===== src/rtl/axi4_cfg_slave.sv =====
// AXI4 configuration register bank: NR_OF_RW_P read/write words followed by
// NR_OF_RO_P read-only status words. Single-beat writes, INCR read bursts,
// SLVERR for any word index beyond the implemented map.
module axi4_cfg_slave #(
    parameter int unsigned AXI4_ID_WIDTH_P   = 4,
    parameter int unsigned AXI4_ADDR_WIDTH_P = 16,
    parameter int unsigned AXI4_DATA_WIDTH_P = 32,
    parameter int unsigned AXI4_STRB_WIDTH_P = 4,
    parameter int unsigned NR_OF_RW_P        = 8,
    parameter int unsigned NR_OF_RO_P        = 4
) (
    input  logic                                      clk,
    input  logic                                      rst,
    input  logic [AXI4_ID_WIDTH_P-1:0]                awid,
    input  logic [AXI4_ADDR_WIDTH_P-1:0]              awaddr,
    input  logic                                      awvalid,
    output logic                                      awready,
    input  logic [AXI4_DATA_WIDTH_P-1:0]              wdata,
    input  logic [AXI4_STRB_WIDTH_P-1:0]              wstrb,
    input  logic                                      wlast,
    input  logic                                      wvalid,
    output logic                                      wready,
    output logic [AXI4_ID_WIDTH_P-1:0]                bid,
    output logic [1:0]                                bresp,
    output logic                                      bvalid,
    input  logic                                      bready,
    input  logic [AXI4_ID_WIDTH_P-1:0]                arid,
    input  logic [AXI4_ADDR_WIDTH_P-1:0]              araddr,
    input  logic [7:0]                                arlen,
    input  logic                                      arvalid,
    output logic                                      arready,
    output logic [AXI4_ID_WIDTH_P-1:0]                rid,
    output logic [AXI4_DATA_WIDTH_P-1:0]              rdata,
    output logic [1:0]                                rresp,
    output logic                                      rlast,
    output logic                                      rvalid,
    input  logic                                      rready,
    output logic [NR_OF_RW_P*AXI4_DATA_WIDTH_P-1:0]   cfg_regs,
    output logic [NR_OF_RW_P-1:0]                     cfg_wr_pulse,
    input  logic [NR_OF_RO_P*AXI4_DATA_WIDTH_P-1:0]   sts_regs
);

    localparam int unsigned OFF_W  = $clog2(AXI4_STRB_WIDTH_P);
    localparam int unsigned IDX_W  = AXI4_ADDR_WIDTH_P - OFF_W;
    localparam int unsigned NR_TOT = NR_OF_RW_P + NR_OF_RO_P;

    typedef enum logic [1:0] {WR_IDLE, WR_EXEC, WR_RESP} wr_state_t;
    typedef enum logic {RD_IDLE, RD_DATA} rd_state_t;

    wr_state_t wr_state;
    rd_state_t rd_state;

    logic [AXI4_DATA_WIDTH_P-1:0] regs_q [NR_OF_RW_P];

    logic [IDX_W-1:0]             wr_idx_q;
    logic [AXI4_ID_WIDTH_P-1:0]   wr_id_q;
    logic [AXI4_DATA_WIDTH_P-1:0] wr_data_q;
    logic [AXI4_STRB_WIDTH_P-1:0] wr_strb_q;
    logic                         aw_held_q;
    logic                         w_held_q;

    // Read index carries one spare bit so a burst running past the top of
    // the address map stays out of range instead of wrapping to index 0.
    logic [IDX_W:0]               rd_idx_q;
    logic [7:0]                   rd_len_q;
    logic [7:0]                   rd_cnt_q;
    logic [IDX_W:0]               rd_sel_idx;
    logic [AXI4_DATA_WIDTH_P-1:0] lk_data;
    logic                         lk_err;

    logic aw_hs;
    logic w_hs;
    logic unused_inputs;

    assign aw_hs = awvalid && awready;
    assign w_hs  = wvalid && wready;

    // Byte-offset address bits and wlast carry no information for this block.
    assign unused_inputs = ^{wlast, awaddr[OFF_W-1:0], araddr[OFF_W-1:0]};

    // Flatten the RW register array onto the cfg_regs bus.
    always_comb begin
        cfg_regs = '0;
        for (int unsigned i = 0; i < NR_OF_RW_P; i++) begin
            cfg_regs[i*AXI4_DATA_WIDTH_P +: AXI4_DATA_WIDTH_P] = regs_q[i];
        end
    end

    // Select the index of the beat about to be loaded and look up its data.
    always_comb begin
        if (rd_state == RD_IDLE) begin
            rd_sel_idx = {1'b0, araddr[AXI4_ADDR_WIDTH_P-1:OFF_W]};
        end else begin
            rd_sel_idx = rd_idx_q + (IDX_W+1)'(1);
        end
        lk_data = '0;
        lk_err  = 1'b1;
        for (int unsigned i = 0; i < NR_OF_RW_P; i++) begin
            if (rd_sel_idx == (IDX_W+1)'(i)) begin
                lk_data = regs_q[i];
                lk_err  = 1'b0;
            end
        end
        for (int unsigned j = 0; j < NR_OF_RO_P; j++) begin
            if (rd_sel_idx == (IDX_W+1)'(NR_OF_RW_P + j)) begin
                lk_data = sts_regs[j*AXI4_DATA_WIDTH_P +: AXI4_DATA_WIDTH_P];
                lk_err  = 1'b0;
            end
        end
    end

    // Write FSM: collect AW and W in any order, apply strobed write, respond.
    always_ff @(posedge clk) begin
        if (rst) begin
            wr_state     <= WR_IDLE;
            awready      <= 1'b0;
            wready       <= 1'b0;
            bvalid       <= 1'b0;
            bid          <= '0;
            bresp        <= '0;
            cfg_wr_pulse <= '0;
            aw_held_q    <= 1'b0;
            w_held_q     <= 1'b0;
            wr_idx_q     <= '0;
            wr_id_q      <= '0;
            wr_data_q    <= '0;
            wr_strb_q    <= '0;
            for (int unsigned i = 0; i < NR_OF_RW_P; i++) begin
                regs_q[i] <= '0;
            end
        end else begin
            cfg_wr_pulse <= '0;
            case (wr_state)
                WR_IDLE: begin
                    if (aw_hs) begin
                        wr_idx_q  <= awaddr[AXI4_ADDR_WIDTH_P-1:OFF_W];
                        wr_id_q   <= awid;
                        aw_held_q <= 1'b1;
                        awready   <= 1'b0;
                    end else if (!aw_held_q) begin
                        awready <= 1'b1;
                    end
                    if (w_hs) begin
                        wr_data_q <= wdata;
                        wr_strb_q <= wstrb;
                        w_held_q  <= 1'b1;
                        wready    <= 1'b0;
                    end else if (!w_held_q) begin
                        wready <= 1'b1;
                    end
                    if ((aw_held_q || aw_hs) && (w_held_q || w_hs)) begin
                        wr_state <= WR_EXEC;
                    end
                end
                WR_EXEC: begin
                    for (int unsigned i = 0; i < NR_OF_RW_P; i++) begin
                        if (wr_idx_q == IDX_W'(i)) begin
                            for (int unsigned k = 0; k < AXI4_STRB_WIDTH_P; k++) begin
                                if (wr_strb_q[k]) begin
                                    regs_q[i][k*8 +: 8] <= wr_data_q[k*8 +: 8];
                                end
                            end
                            cfg_wr_pulse[i] <= 1'b1;
                        end
                    end
                    bresp     <= ({1'b0, wr_idx_q} >= (IDX_W+1)'(NR_TOT)) ? 2'b10 : 2'b00;
                    bid       <= wr_id_q;
                    bvalid    <= 1'b1;
                    aw_held_q <= 1'b0;
                    w_held_q  <= 1'b0;
                    wr_state  <= WR_RESP;
                end
                WR_RESP: begin
                    if (bready) begin
                        bvalid   <= 1'b0;
                        awready  <= 1'b1;
                        wready   <= 1'b1;
                        wr_state <= WR_IDLE;
                    end
                end
                default: wr_state <= WR_IDLE;
            endcase
        end
    end

    // Read FSM: capture AR, then stream arlen+1 beats with registered data.
    always_ff @(posedge clk) begin
        if (rst) begin
            rd_state <= RD_IDLE;
            arready  <= 1'b0;
            rvalid   <= 1'b0;
            rlast    <= 1'b0;
            rid      <= '0;
            rdata    <= '0;
            rresp    <= '0;
            rd_idx_q <= '0;
            rd_len_q <= '0;
            rd_cnt_q <= '0;
        end else begin
            case (rd_state)
                RD_IDLE: begin
                    if (arvalid && arready) begin
                        rid      <= arid;
                        rd_idx_q <= rd_sel_idx;
                        rd_len_q <= arlen;
                        rd_cnt_q <= '0;
                        rdata    <= lk_data;
                        rresp    <= lk_err ? 2'b10 : 2'b00;
                        rlast    <= (arlen == 8'd0);
                        rvalid   <= 1'b1;
                        arready  <= 1'b0;
                        rd_state <= RD_DATA;
                    end else begin
                        arready <= 1'b1;
                    end
                end
                RD_DATA: begin
                    if (rvalid && rready) begin
                        if (rlast) begin
                            rvalid   <= 1'b0;
                            rlast    <= 1'b0;
                            arready  <= 1'b1;
                            rd_state <= RD_IDLE;
                        end else begin
                            rd_idx_q <= rd_sel_idx;
                            rd_cnt_q <= rd_cnt_q + 8'd1;
                            rdata    <= lk_data;
                            rresp    <= lk_err ? 2'b10 : 2'b00;
                            rlast    <= ((rd_cnt_q + 8'd1) == rd_len_q);
                        end
                    end
                end
                default: rd_state <= RD_IDLE;
            endcase
        end
    end

endmodule


===== config.mk =====
export PLATFORM = sky130hd
export DESIGN_NAME = axi4_cfg_slave
export DESIGN_NICKNAME = d
export VERILOG_FILES = /design/src/rtl/axi4_cfg_slave.sv
export SDC_FILE = /design/constraint.sdc
export NUM_CORES = 1
export LEC_CHECK = 0
export CAP_MARGIN = 20
export CORE_MARGIN = 3
export CORE_UTILIZATION = 45
export DETAILED_ROUTE_END_ITERATION = 10
export PLACE_DENSITY_LB_ADDON = 0.1
export SYNTH_ARGS = -nofsm -noshare
export SYNTH_HDL_FRONTEND = slang
export SYNTH_SLANG_ARGS = --single-unit
export TNS_END_PERCENT = 10

===== constraint.sdc =====
create_clock -name clk -period 4.8 [get_ports clk]
set_input_delay 1.44 -clock clk [delete_from_list [all_inputs] [get_ports clk]]
set_output_delay 1.44 -clock clk [all_outputs]
set_load 0.02 [all_outputs]

---- Yosys cells after proc, flatten, opt, wreduce, memory -nomap -nowiden ----
Memory sizes are Yosys's and may differ from the RTL's.
Index checks and enable logic that the tools add are counted.
operators by class
  $add $sub $neg .......................... 2
  $lt $le $gt $ge ......................... 1
  equal/unequal tests ..................... 31
  muxes and demuxes ....................... 249
  bitwise logic cells ..................... 34
  reductions and logical operators ........ 28
operators with widths
  operator                 number
  $mux W32                 15
  $mux W8                  35
  $mux W1                  174
  $pmux W32 S2             1
  $eq A15 B3 Y1 const B    4
  $eq A15 B4 Y1 const B    4
  $mux W15                 4
  $eq A14 B3 Y1 const B    4
  $or A1 B1 Y1             32
  $eq A15 B2 Y1 const B    2
  $pmux W15 S2             1
  $eq A14 B2 Y1 const B    2
  $pmux W1 S2              9
  $reduce_and A2 Y1        9
  $pmux W8 S2              1
  $add A15 B1 Y15 const B  1
  $eq A15 B1 Y1 const B    1
  $logic_not A15 Y1        1
  $eq A14 B1 Y1 const B    1
  $ge A14 B4 Y1 const B    1
  $logic_not A14 Y1        1
  $mux W2                  7
  $ne A2 B2 Y1 const B     6
  $reduce_and A3 Y1        4
  other kinds (15)         25
word-level totals
  flip-flop bits (word level) ............. 148
  memory bits (writable) .................. 256
  input bits .............................. 220
  output and inout bits ................... 314
  word-level logic and storage cells ...... 369
  memories ................................ 1
memories
  memory  words  bits a word  rd ports  clocked after Yosys merged registers in  wr ports  line  text
  regs_q  8      32           8         0                                        8         53    logic [AXI4_DATA_WIDTH_P-1:0] regs_q [NR_OF_RW_P];

---- Depth between registers and ports, before layout ----
  depth after elaboration ................. 19
  mapped depth ............................ 15
  gate-level depth less buffers ........... 10

---- Least setup slack after synthesis ----
No wires, ideal clock.
  path type ............................... input -> register
  start point ............................. in araddr[10]
  end point ............................... reg rdata[24]
  setup time .............................. 0.088 ns
  arrival ................................. 4.238 ns
  data required time ...................... 4.712 ns
  setup slack ............................. 0.474 ns
  stages .................................. 11
  buffers on the path ..................... 2
  path through ............................ or3_1 > a31oi_1 > o211ai_1 > or4b_1 > buf_6 > or4_4 > buf_6 > nor4_2 > a2111oi_0 > or3_1 > a311oi_2
between the ends
  word-level cells in the longest chain between the ends .. 17
ends and longest elaborated chain
  item                    line  text
  start: declaration      28    input logic [AXI4_ADDR_WIDTH_P-1:0] araddr,
  $mux W15 *              91    if (rd_state == RD_IDLE) begin
  $logic_not A15 Y1       99    if (rd_sel_idx == (IDX_W+1)'(i)) begin
  $mux W32 (8 in series)  99
  $mux W32 (3 in series)  105   if (rd_sel_idx == (IDX_W+1)'(NR_OF_RW_P + j)) begin
  $mux W32 *              105
  $mux W32                219   if (rlast) begin
  $mux W32                218   if (rvalid && rready) begin
  $pmux W32 S2 *          200   case (rd_state)
  end signal: assignment  207   rdata <= lk_data;
  end signal: assignment  227   rdata <= lk_data;
  end: declaration        33    output logic [AXI4_DATA_WIDTH_P-1:0] rdata,
Mark *: on every way between the ends. The rest lies on a longest branch, timed or not. The select of a mux whose other input is x is not followed.
A chain may end at the register's enable or synchronous reset.

---- Worst setup path after layout ----
  start point ............................. in araddr[10]
  end point ............................... reg rdata[9]
The elaborated chain is that of the path after synthesis.

==> results.py <==
metrics = {
    "power_and_ir_drop": {
        "cellPowerDensity_nw_per_um2": 333,
        "power.static_leakage_nw": 9.52,
        "totalPowerFinal_mw": 8.77,
        "worst_ir_drop_on_vdd_v": 0.000296,
    },
    "floorplan": {
        "fp.coreArea_um2": 40200,
        "chipHeight_um": 209,
        "die_area_um2": 43600,
        "initial_core_util_pct": 46.0,
        "io-pin-count": 534,
        "floorplan.die.width_um": 209,
        "rows": 73,
    },
    "detailed_routing": {
        "detailroute.via_count": 18141,
        "detailedRoute.firstPassIterationCount": 5,
        "route.antenna.remaining_nets": 0,
        "avgViaCountPerCell": 5.87,
        "routedWlPerCell_um": 26.0,
        "drt-total-wl_mm": 80.2,
        "drc_errors": 0,
        "number_of_design_rule_violations_left_by_the_first_detailed_router_iteration": 2094,
    },
    "setup_path": {
        "worstRegToRegCells": 13,
        "cp-endpoint": "rdata[9]",
        "path_max_fanout": 12,
        "path_class": "in2reg",
        "r2r_setup_slack_ns": 0.72,
        "cp-startpoint": "araddr[10]",
        "arrival_ns": 5.15,
        "terminus_of_the_critical_flop_to_flop_path": "rdata[9]",
        "endpoint_kind": "register",
        "crit_required_ns": 5.28,
        "critPathLaunchType": "primary input",
        "timing.rr.start": "rd_idx_q[0]",
    },
    "timing": {
        "post-route-period-util_pct": 97.1,
        "timing.setup.tns_ns": 0,
        "grt_setup_unrepaired": "false",
        "fin_ws_ns": 0.137,
        "timing.fmax_mhz": 214,
        "timing.clock.skew_ns": 0.0182,
        "report.final.setup_viol": 0,
        "actual_slew_at_the_worst_max_slew_pin_ns": 1.12,
        "finalHoldViolations": 0,
        "worst_slew_margin_rel_pct": 24.5,
        "report.final.slew_viol_count": 0,
        "period_minus_slack_ns": 4.66,
    },
    "synth": {
        "synth_edf_count": 256,
        "yosys-top-cells-area": "edfxtp_1 (42%), dfxtp_1 (16%), nand2_1 (8.9%), nor2_1 (6.2%), a21oi_1 (4.7%)",
        "post-synth-top-area-cell": "edfxtp_1",
        "asyncSetResetFlopFracSynth_pct": 0,
        "dominantRegCellSynth": "edfxtp_1",
        "ys_seq_elements": 402,
        "post-synth-top-count-cell": "nand2_1",
        "netlist_top_cells_count": "nand2_1 (437), nor2_1 (305), edfxtp_1 (256)",
        "netlist-cell-type-count": 77,
        "synth-warning-count": 0,
        "sequential_to_total_area_share_from_yosys_stat_pct": 57.3,
        "syn-mean-instance-area_um2": 9.40,
        "netlist_instances": 1968,
        "synth_top_area_share_pct": 41.5,
        "post_synthesis_instance_area_um2": 18500,
    },
    "place": {
        "routabilityCongestion": 0.995,
        "numPortBuffers": 526,
        "hpwlAfterDp_mm": 61.5,
        "pre_cts_slack_ns": -0.400,
    },
    "clock_network": {
        "clock_tree.htree_level_count": 2,
        "clock-sinks": 402,
        "cts.reportedPaths.clkPinSlew_ns": 0.06,
        "number_of_buffers_added_to_fix_hold_violations_after_cts": 0,
        "cts_tree": "built",
        "root_cell_of_the_clock_tree": "clkbuf_16",
        "postCtsResizedCells": 0,
        "cts_buffers": 44,
        "clock_insertion_delay_worst_skew_ns": 0.59,
        "clock_path_buffers": 3,
        "postCtsSetupRepairBufs": 0,
    },
    "global_route": {
        "grt_pass1_vias": 17462,
        "grt_max_degree": 77,
        "globalRoute.totalOverflow": 0,
        "grt_antenna_before_repair": 2,
        "overall_global_routing_resource_usage_pct": 35.2,
        "grt_first_pass_wirelength_mm": 115,
    },
    "job": {
        "maxCapViolCount": 0,
    },
    "status": {
        "status": "finished clean",
    },
    "hold_path": {
        "timing.hold.worst.class": "reg2reg",
    },
    "final_layout": {
        "final_util_pct": 65.6,
        "finalNetCount": 2750,
        "fillCellCount": 3337,
        "layout-area-overhead-vs-synth_pct": 42.4,
        "final_layout_size_suffix_gt1_share_pct": 8.55,
    },
}
==> state kept, by name (all words and copies together) (netlist names), 2 cells and up <==
name,count
rd_len_q,8
regs_q,256
wr_state,2
rd_idx_q,15
rid,4
bid,4
wr_id_q,4
rd_cnt_q,8
wr_data_q,32
wr_idx_q,14
cfg_wr_pulse,8
wr_strb_q,4
rdata,32
==> how the worst min path moves through the flow <==
stage | start | endpoint | slack, ns | cells past startpoint
finish | bid[2] | bid[2] | 0.46 | 2
global route | wr_idx_q[11] | wr_idx_q[11] | 0.47 | 2
CTS | bid[2] | bid[2] | 0.46 | 2
detailed placement | wr_data_q[1] | wr_data_q[1] | 0.45 | 2
global placement | wr_id_q[3] | bid[3] | 0.44 | 2
floorplan | wr_id_q[0] | bid[0] | 0.43 | 2
==> metrics by stage <==
| stage | area, um2 | instances | hold WS, ns |
|---|---|---|---|
| detailed placement | 24900 | 3007 | 0.448 |
| CTS | 26300 | 3086 | 0.455 |
| global route | 26400 | 3088 | 0.473 |
| global placement | 24900 | 3007 | 0.437 |
| finish | 26400 | 3088 | 0.455 |
| floorplan | 18500 | 1969 | 0.432 |
==> power by group <==
group	internal (mW)	leakage [nW]	total (mW)	switching (mW)
combinational	0.555	4.98	1.37	0.813
sequential	3.82	3.83	3.95	0.128
clock	1.98	0.705	3.45	1.47
==> logic make-up after synthesis <==
family,after synthesis,share of synthesized area [%]
fa+ha+maj,2,0.135
compound gates,424,14.9
buf+inv,160,3.61
xor+xnor,16,0.757
flops,402,57.3
mux,33,1.80
other cells,1,0.0203
simple gates,930,21.5
==> metal layers <==
layer,vias to the layer above,part of all wire [%],GRT usage [%]
met5,-,0,0
met4,0,3.5,11.6
met3,145,11,9.50
met2,1107,46,55.3
met1,8762,40,47.6
li1,8127,-,-
==> worst max-delay path, cell delays in order <==
cell             delay (ns)
clkdlybuf4s50_1        0.46
or3_1                  0.39
a31oi_1                0.18
o211ai_1               0.13
or4b_1                 0.62
buf_4                  0.19
nor4_4                 0.27
buf_4                  0.27
and3_1                 0.32
buf_4                  0.18
a31oi_1                0.05
a311o_1                0.38
a211oi_1               0.25
==> final cells by class <==
cell class / instances / area (um2) / share of cell area, %
diodes: 2 / 5.00 / 0.0190
multi-input cells: 1407 / 7310 / 27.7
flip-flops and latches: 402 / 10600 / 40.3
clock inverters: 24 / 248 / 0.940
repair buffers: 635 / 6190 / 23.5
clock buffers: 55 / 1190 / 4.50
inverters: 38 / 143 / 0.541
well taps: 525 / 657 / 2.49
==> layout by cell type, fill, tap and decap left out, types with 30 or more instances in the layout <==
master	n
clkdlybuf4s50_1	525
nand2_1	435
nor2_1	302
edfxtp_1	256
a21oi_1	171
dfxtp_1	145
buf_4	101
o21ai_0	64
clkbuf_16	46
inv_1	37
nand3_1	37
nor3_1	31
mux2i_1	30
Power figures use the tool's default switching activity.
